<file path="src/rtl/aes_pkg.sv">
// Shared constants and types for the iterative AES round sequencer.
package aes_pkg;

    localparam int unsigned RK_W = 4;

    localparam int unsigned NR_128 = 10;
    localparam int unsigned NR_192 = 12;
    localparam int unsigned NR_256 = 14;

    localparam logic [1:0] KEY_SEL_128 = 2'b00;
    localparam logic [1:0] KEY_SEL_192 = 2'b01;
    localparam logic [1:0] KEY_SEL_256 = 2'b10;
    localparam logic [1:0] KEY_SEL_INV = 2'b11;

    typedef enum logic [2:0] {
        StIdle,
        StLoad,
        StRound,
        StFinal,
        StDone
    } seq_state_e;

endpackage

</file>
<file path="src/rtl/rr_arb2.sv">
// Two-requester round-robin arbiter; the last winner only moves on an accept strobe.
module rr_arb2 (
    input  logic clk_i,
    input  logic reset_i,
    input  logic req_enc_i,
    input  logic req_dec_i,
    input  logic accept_i,
    output logic win_dec_o
);

    // 1 = decrypt won last time; out of reset encrypt wins the first tie.
    logic last_dec_q;

    always_comb begin
        win_dec_o = req_dec_i && (!req_enc_i || !last_dec_q);
    end

    always_ff @(posedge clk_i or posedge reset_i) begin
        if (reset_i) begin
            last_dec_q <= 1'b1;
        end else if (accept_i) begin
            last_dec_q <= win_dec_o;
        end
    end

endmodule

</file>
<file path="src/rtl/aes_round_sequencer.sv">
// Sequences the shared single-round AES datapath: load, nr-1 middle rounds, final, done.
module aes_round_sequencer
    import aes_pkg::*;
#(
    parameter int unsigned NR_128 = aes_pkg::NR_128,
    parameter int unsigned NR_192 = aes_pkg::NR_192,
    parameter int unsigned NR_256 = aes_pkg::NR_256
) (
    input  logic            clk_i,
    input  logic            reset_i,
    input  logic            enc_req_i,
    input  logic            dec_req_i,
    input  logic [1:0]      key_sel_i,
    output logic            enc_gnt_o,
    output logic            dec_gnt_o,
    output logic            busy_o,
    output logic            dp_load_o,
    output logic            dp_round_o,
    output logic            dp_final_o,
    output logic            dp_decrypt_o,
    output logic [RK_W-1:0] rk_idx_o,
    output logic [RK_W-1:0] nr_o,
    output logic            done_o,
    output logic            err_o
);

    seq_state_e      state_q, state_d;
    logic [RK_W-1:0] r_q, r_d;
    logic [RK_W-1:0] nr_q, nr_d;
    logic            dec_q, dec_d;
    logic            err_q, err_d;
    logic [RK_W-1:0] nr_sel;
    logic            req, accept, win_dec;

    assign req = enc_req_i | dec_req_i;

    always_comb begin
        nr_sel = '0;
        unique case (key_sel_i)
            KEY_SEL_128: nr_sel = RK_W'(NR_128);
            KEY_SEL_192: nr_sel = RK_W'(NR_192);
            KEY_SEL_256: nr_sel = RK_W'(NR_256);
            default:     nr_sel = '0;
        endcase
    end

    rr_arb2 u_arb (
        .clk_i     (clk_i),
        .reset_i   (reset_i),
        .req_enc_i (enc_req_i),
        .req_dec_i (dec_req_i),
        .accept_i  (accept),
        .win_dec_o (win_dec)
    );

    always_comb begin
        state_d = state_q;
        r_d     = r_q;
        nr_d    = nr_q;
        dec_d   = dec_q;
        err_d   = 1'b0;
        accept  = 1'b0;
        unique case (state_q)
            StIdle: begin
                r_d = '0;
                if (req && key_sel_i != KEY_SEL_INV) begin
                    accept  = 1'b1;
                    state_d = StLoad;
                    nr_d    = nr_sel;
                    dec_d   = win_dec;
                end else if (req) begin
                    err_d = 1'b1;
                end
            end
            StLoad: begin
                r_d     = 4'd1;
                state_d = StRound;
            end
            StRound: begin
                // Hold r at nr-1 on the last middle round so it never exceeds 13.
                if (r_q == nr_q - 4'd1) begin
                    state_d = StFinal;
                end else begin
                    r_d = r_q + 4'd1;
                end
            end
            StFinal: state_d = StDone;
            StDone:  state_d = StIdle;
            default: state_d = StIdle;
        endcase
    end

    always_ff @(posedge clk_i or posedge reset_i) begin
        if (reset_i) begin
            state_q <= StIdle;
            r_q     <= '0;
            nr_q    <= '0;
            dec_q   <= 1'b0;
            err_q   <= 1'b0;
        end else begin
            state_q <= state_d;
            r_q     <= r_d;
            nr_q    <= nr_d;
            dec_q   <= dec_d;
            err_q   <= err_d;
        end
    end

    always_comb begin
        rk_idx_o = '0;
        unique case (state_q)
            StLoad:          rk_idx_o = dec_q ? nr_q : '0;
            StRound:         rk_idx_o = dec_q ? nr_q - r_q : r_q;
            StFinal, StDone: rk_idx_o = dec_q ? '0 : nr_q;
            default:         rk_idx_o = '0;
        endcase
    end

    assign enc_gnt_o    = (state_q == StLoad) && !dec_q;
    assign dec_gnt_o    = (state_q == StLoad) && dec_q;
    assign dp_load_o    = (state_q == StLoad);
    assign dp_round_o   = (state_q == StRound);
    assign dp_final_o   = (state_q == StFinal);
    assign done_o       = (state_q == StDone);
    assign busy_o       = (state_q != StIdle);
    assign dp_decrypt_o = dec_q;
    assign nr_o         = nr_q;
    assign err_o        = err_q;

endmodule

</file>
<file path="config.mk">
export PLATFORM = sky130hd
export DESIGN_NAME = aes_round_sequencer
export DESIGN_NICKNAME = d
export VERILOG_FILES = /design/src/rtl/aes_pkg.sv /design/src/rtl/rr_arb2.sv /design/src/rtl/aes_round_sequencer.sv
export SDC_FILE = /design/constraint.sdc
export NUM_CORES = 1
export LEC_CHECK = 0
export ABC_CLOCK_PERIOD_IN_PS = 3300
export BUFFER_PORTS_ARGS = -buffer_cell sky130_fd_sc_hd__buf_2
export CAP_MARGIN = 20
export CORE_MARGIN = 3
export CORE_UTILIZATION = 55
export CTS_BUF_LIST = sky130_fd_sc_hd__clkbuf_4 sky130_fd_sc_hd__clkbuf_8
export CTS_CLUSTER_DIAMETER = 80
export CTS_CLUSTER_SIZE = 40
export DETAILED_ROUTE_END_ITERATION = 10
export PLACE_DENSITY = 0.85
export SETUP_SLACK_MARGIN = 0.5
export SYNTH_ARGS = -nofsm -noshare
export SYNTH_HDL_FRONTEND = slang
export SYNTH_SLANG_ARGS = --single-unit
</file>
<file path="constraint.sdc">
create_clock -name clk_i -period 3.3 [get_ports clk_i]
set_clock_uncertainty 0.2 [all_clocks]
set_input_delay 0.825 -clock clk_i [delete_from_list [all_inputs] [get_ports clk_i]]
set_output_delay 0.825 -clock clk_i [all_outputs]
set_load 0.01 [all_outputs]
</file>
==> results of run 1 <==
[what timing repair did]
item | in CTS | in global routing
pin swaps | 3 | 3
resized for setup | 8 | 5
endpoints found under the setup margin | 2 | 2
buffers inserted | 7 | 1
hold endpoints to repair | 0 | 0
[per-layer routing]
| layer | part of all wire | global-route usage | up-vias |
|---|---|---|---|
| met5 | 0 | 0 | - |
| met4 | 0.024 | 0.109 | 0 |
| met3 | 0.047 | 0.0398 | 8 |
| met2 | 0.50 | 0.339 | 33 |
| met1 | 0.43 | 0.254 | 424 |
| li1 | - | - | 428 |
[worst register-to-register path, cell delays in order, from the launching register on]
cell and delay, ns:
dfrtp_1 0.41, inv_2 0.07, buf_4 0.15, ha_1 0.21, xor3_2 0.43, o31ai_2 0.41, or3_1 0.22, o21ai_2 0.06
[final timing paths]
path / to / startpoint / slack (ns) / depth (start not counted)
worst max-delay path: rk_idx_o[2] / r_q[1]$_DFFE_PP0P_ / 0.49 / 7
worst min-delay path: u_arb.last_dec_q$_DFFE_PP1P_ / u_arb.last_dec_q$_DFFE_PP1P_ / 0.33 / 2
worst max register to register: r_q[3]$_DFFE_PP0P_ / nr_o[1]$_DFFE_PP0P_ / 1.03 / 7
worst min register to register: u_arb.last_dec_q$_DFFE_PP1P_ / u_arb.last_dec_q$_DFFE_PP1P_ / 0.33 / 2
max in group asynchronous: state_q[2]$_DFFE_PP0P_ / reset_i / 2.14 / 2
min in group asynchronous: nr_o[2]$_DFFE_PP0P_ / reset_i / 0.37 / 2
[cells in the final DEF (no fill, tap or decap), drive strengths merged, types with 2 or more instances in the layout]
cell type,synthesis,layout
ha,9,9
dfrtp,12,12
inv,16,16
nand3,2,2
o21ai,9,9
or3,4,4
clkbuf,0,4
nor3b,2,2
and2,3,3
nand2,9,9
a21oi,6,6
nor3,4,4
xnor2,3,3
nand3b,2,2
mux2i,2,2
buf,3,29
nor2,6,6
[kinds of logic (layout without fill, tap and decap cells)]
kind of cell               Yosys count  in the layout  synth area share
AOI/OAI and AO/OA                   24             24             0.170
and+or+nand+nor                     35             35             0.200
adders and majority gates           10             10             0.131
other                                1              1           0.00371
buffers and inverters               20             50            0.0854
DFF                                 13             13             0.323
xor gates and xnor gates             5              5            0.0668
muxes                                2              2            0.0198
[power breakdown]
group / total [mW] / internal, mW / switching [mW]
logic: 0.854 / 0.382 / 0.473
registers: 0.303 / 0.227 / 0.0758
clock network: 0.109 / 0.0550 / 0.0535
total: 1.27 / 0.664 / 0.602
[state kept, by name, summed over array words and instances, names as in the netlist]
signal and count:
nr_o 3, r_q 4, err_o 1, u_arb.last_dec_q 1
state_q 3, dp_decrypt_o 1
[per-stage QoR]
step,utilization,setup slack (ns),cell area (sq um)
2_1_floorplan,-,0.847,1010
3_3_place_gp,0.700,0.565,1130
3_5_place_dp,0.700,0.500,1130
4_1_cts,0.757,0.470,1220
5_1_grt,0.778,0.424,1250
6_report,0.778,0.490,1250
[layout make-up]
cell class              count  area (sq um)  share of cell area
flip-flops and latches     13           333               0.265
well taps                  24          30.0              0.0240
multi-input cells          77           627               0.500
repair buffers             29           165               0.132
inverters                  17          68.8              0.0549
clock buffers               4          30.0              0.0240
==> metrics, run 1 <==
run status complete, no violations; Worst EP arrival 1.78 ns; number of search-and-repair iterations in the first detailed-routing pass 4; proportion of netlist area held by the largest area contributor 0.297; H-tree depth 1; Yosys cell types 40; count of buffers from port buffering 21; filler-free cell count of the finished design 164; die area 2390 sq um; CP max FO 4; most used standard cell by instance count after synthesis inv_1; cell taking the most area after synthesis dfrtp_1; Post-synth top flop dfrtp_1; delay-heaviest family, CP flip-flops; maximum capacitance violations 0; number of hold buffers added after CTS 0; first-pass GRT wire length 3830 um; HPWL after detailed placement 1720 um; top post-synthesis cells by area dfrtp_1 30%, ha_1 11%, inv_1 5.9%, nand2_1 3.3%, a21oi_1 3.0%; proportion of layout cells with a drive suffix above 1 0.393; worst-path cell with the longest stage delay dfrtp_1; Pins Over Slew Limit 0; cell area after technology mapping 1010 sq um; floorplan core area 1610 sq um; antenna-violating nets left 0; overall power 1.27 mW; effective utilization at floorplan 0.627; signed area change from the synthesized netlist to the final layout 24.0%; remaining design rule violation count 0; vias in the first global route 876; average cell area after synthesis 9.19 sq um; RSZ-0062 raised after global routing yes; initial antenna violation count 0; Critical Path Source Type register; Synthesis Warnings 0; number of sinks handled by clock tree synthesis 13; number of top-level design ports 23; clock root buffer clkbuf_4; CTS tree done; Post-synth EDFFs 0; First DRT Iteration DRCs 19; clock slew at reported path FFs 0.08 ns; Placed Instances 152; worst stage delay on the critical path 0.42 ns; total clock buffers created by CTS 3; Leak Pwr 0.630 nW; weighted congestion at the end of routability-driven global placement 0.848; share of flip-flops with an asynchronous set or reset 1.00; Min Hold Slack 0.335 ns; Total Negative Setup Slacks 0 ns; num rows 14; filler instances 112; height of the chip 48.9 um; number of buffers between clock root and the deepest sink 2; synthesized net count 126; Worst Path Class, Setup reg -> out; pin count of the biggest net entering global routing 14; total number of vias 893; Horiz. Die Dim 48.9 um; aggregate routed wire length 2380 um; pwr/cell area 1010 nW/um^2; average wire per cell in the routed design 14.5 um; number of inserted diodes 0; clock network latency to the later pin of the worst-skew pair 0.27 ns; worst hold path class reg -> reg; Critical Path Sink Type output port; remaining global-route overflow 0; Max Clk Rate 356 MHz; register area share after synthesis 0.323; Max VDD drop 573 uV; total routing resource utilization after global routing 0.206; transition time at the pin with the least slew margin 0.529 ns; cell-by-cell listing of the critical path buf_4 > fa_2 > xor2_1 > nor2_1 > a21oi_1 > o22ai_1 > buf_2; Final setup viols 0; required time of the worst setup path 2.27 ns; top cells by instance count after synthesis 16 x inv_1, 12 x dfrtp_1, 9 x ha_1, 9 x nand2_1; combined buffer and inverter count along the critical path 2; min cycle time layout 2.81 ns; headroom to the max-slew limit 0.647; post-layout net count 157; share of the clock period used by the worst path after layout 0.851; count of final hold-check violations 0; average vias per placed instance 5.45; synthesized flop and latch total 13; number of cells produced by synthesis 110
No activity file was read; power rests on OpenSTA's default activity.
==> run 2, diff against run 1 <==
--- a/config.mk
+++ b/config.mk
@@ -9,12 +9,13 @@
 export BUFFER_PORTS_ARGS = -buffer_cell sky130_fd_sc_hd__buf_2
 export CAP_MARGIN = 20
 export CORE_MARGIN = 3
-export CORE_UTILIZATION = 55
+export CORE_UTILIZATION = 40
 export CTS_BUF_LIST = sky130_fd_sc_hd__clkbuf_4 sky130_fd_sc_hd__clkbuf_8
 export CTS_CLUSTER_DIAMETER = 80
 export CTS_CLUSTER_SIZE = 40
 export DETAILED_ROUTE_END_ITERATION = 10
-export PLACE_DENSITY = 0.85
+export GPL_TIMING_DRIVEN = 0
+export PLACE_DENSITY = 0.66
 export SETUP_SLACK_MARGIN = 0.5
 export SYNTH_ARGS = -nofsm -noshare
 export SYNTH_HDL_FRONTEND = slang
==> metrics, run 2 (synthesis gave the netlist of run 1 again) <==
worst hold path class reg -> reg; remaining design rule violation count 0; maximum capacitance violations 0; Max Clk Rate 356 MHz; Worst EP arrival 1.78 ns; total clock buffers created by CTS 3; combined buffer and inverter count along the critical path 2; clock root buffer clkbuf_4; most common library cell in the layout ignoring fill and taps buf_2; signed area change from the synthesized netlist to the final layout 28.8%; count of buffers from port buffering 21; Placed Instances 159; Setup crit end rk_idx_o[3]; clock network latency to the later pin of the worst-skew pair 0.29 ns; H-tree depth 1; average wire per cell in the routed design 13.3 um; number of sinks handled by clock tree synthesis 13; number of inserted diodes 0; critical register-to-register path startpoint nr_o[2]$_DFFE_PP0P_; number of buffers between clock root and the deepest sink 2; delay-heaviest family, CP flip-flops; count of final hold-check violations 0; filler-free cell count of the finished design 170; cell-by-cell listing of the critical path inv_1 > ha_4 > a21oi_2 > nand2_1 > xnor2_2 > o221ai_2 > buf_2; proportion of power drawn by flip-flops and latches 0.225; height of the chip 56.3 um; clock share of power 0.085; vias in the first global route 894; Worst path depth 7; total number of vias 880; worst-path cell with the longest stage delay dfrtp_2; Pins Over Slew Limit 0; Worst Path Class, Setup reg -> out; CTS tree done; required time of the worst setup path 2.27 ns; clock slew at reported path FFs 0.08 ns; proportion of layout cells with a drive suffix above 1 0.415; capturing point of the worst reg2reg path r_q[2]$_DFFE_PP0P_; register-to-register setup slack 1.24 ns; number of top-level design ports 23; num rows 17; total routing resource utilization after global routing 0.153; Final setup viols 0; net switching component of the power 0.605 mW; die area 3170 sq um; effective utilization at floorplan 0.440; pwr/cell area 1000 nW/um^2; min cycle time layout 2.81 ns; floorplan core area 2300 sq um; Critical Path Source Type register; Critical Path Sink Type output port; logic depth of the worst register-to-register path 6; First DRT Iteration DRCs 20; antenna-violating nets left 0; internal power consumption 0.701 mW; most used cells in the layout excluding fill and tap cells 22 x buf_2, 15 x inv_1, 9 x nand2_1; remaining global-route overflow 0; number of hold buffers added after CTS 0; Total Negative Setup Slacks 0 ns; register with the most flip-flops r_q; net switching fraction of the power 0.463; post-layout net count 159; aggregate routed wire length 2260 um; Horiz. Die Dim 56.3 um; RSZ-0062 raised after global routing yes; pin count of the biggest net entering global routing 14; headroom to the max-slew limit 0.658; average vias per placed instance 5.18; worst stage delay on the critical path 0.40 ns; Largest register FFs 4; final design instance area without fill 1300 sq um; HPWL after detailed placement 1630 um; run status complete, no violations; Max VDD drop 508 uV; Min Hold Slack 0.301 ns; weighted congestion at the end of routability-driven global placement 0.795; transition time at the pin with the least slew margin 0.512 ns; share of the clock period used by the worst path after layout 0.851; placed standard-cell area 1150 sq um; first-pass GRT wire length 3820 um; combinational share of power 0.689; crit path from r_q[2]$_DFFE_PP0P_; number of search-and-repair iterations in the first detailed-routing pass 4; CP max FO 3; Leak Pwr 0.650 nW; initial antenna violation count 0
run 2: cell type report:
class | instances | area (sq um)
Buffer | 3 | 23.8
Clock buffer | 4 | 30.0
Fill cell | 210 | 995
Inverter | 17 | 71.3
Multi-Input combinational cell | 77 | 653
Sequential cell | 13 | 332
Tap cell | 28 | 35.0
Timing Repair Buffer | 28 | 158
run 2: worst register-to-register path, cell delays in order (launching register included):
cell,delay (ns)
dfrtp_1,0.42
inv_1,0.10
ha_1,0.20
xor3_2,0.43
o31ai_2,0.36
o21bai_1,0.11
o2bb2ai_1,0.13
run 2: worst min-delay path by stage:
stage	to	slack, ns	startpoint	cells after the start
2_1_floorplan	u_arb.last_dec_q$_DFFE_PP1P_	0.26	u_arb.last_dec_q$_DFFE_PP1P_	2
3_3_place_gp	u_arb.last_dec_q$_DFFE_PP1P_	0.27	u_arb.last_dec_q$_DFFE_PP1P_	2
3_5_place_dp	u_arb.last_dec_q$_DFFE_PP1P_	0.28	u_arb.last_dec_q$_DFFE_PP1P_	2
4_1_cts	u_arb.last_dec_q$_DFFE_PP1P_	0.31	u_arb.last_dec_q$_DFFE_PP1P_	2
5_1_grt	u_arb.last_dec_q$_DFFE_PP1P_	0.35	u_arb.last_dec_q$_DFFE_PP1P_	2
6_report	u_arb.last_dec_q$_DFFE_PP1P_	0.30	u_arb.last_dec_q$_DFFE_PP1P_	2
run 2: stage by stage:
stage / setup slack (ns) / utilization / total power, mW
finish: 0.492 / 0.567 / 1.31
global route: 0.434 / 0.567 / 1.42
CTS: 0.471 / 0.545 / 1.25
detailed placement: 0.611 / 0.501 / 1.05
global placement: 0.680 / 0.501 / 1.03
floorplan: 0.847 / - / 0.851
run 2: what timing repair did:
action / CTS / global route
resized for setup: 10 / 9
buffers inserted: 6 / 1
endpoints found under the setup margin: 2 / 3
pin swaps: 3 / 3
run 2: power groups by stage:
stage / registers, mW / clock network [mW] / logic (mW)
floorplan: 0.283 / 0 / 0.568
global placement: 0.284 / 0 / 0.742
global route: 0.304 / 0.123 / 0.996
detailed placement: 0.288 / 0 / 0.761
CTS: 0.283 / 0.112 / 0.853
finish: 0.295 / 0.112 / 0.900
run 2: layer usage:
metal | GRT usage | share of wire
met1 | 0.190 | 0.46
met2 | 0.257 | 0.48
met3 | 0.0230 | 0.044
met4 | 0.0712 | 0.019
met5 | 0 | 0
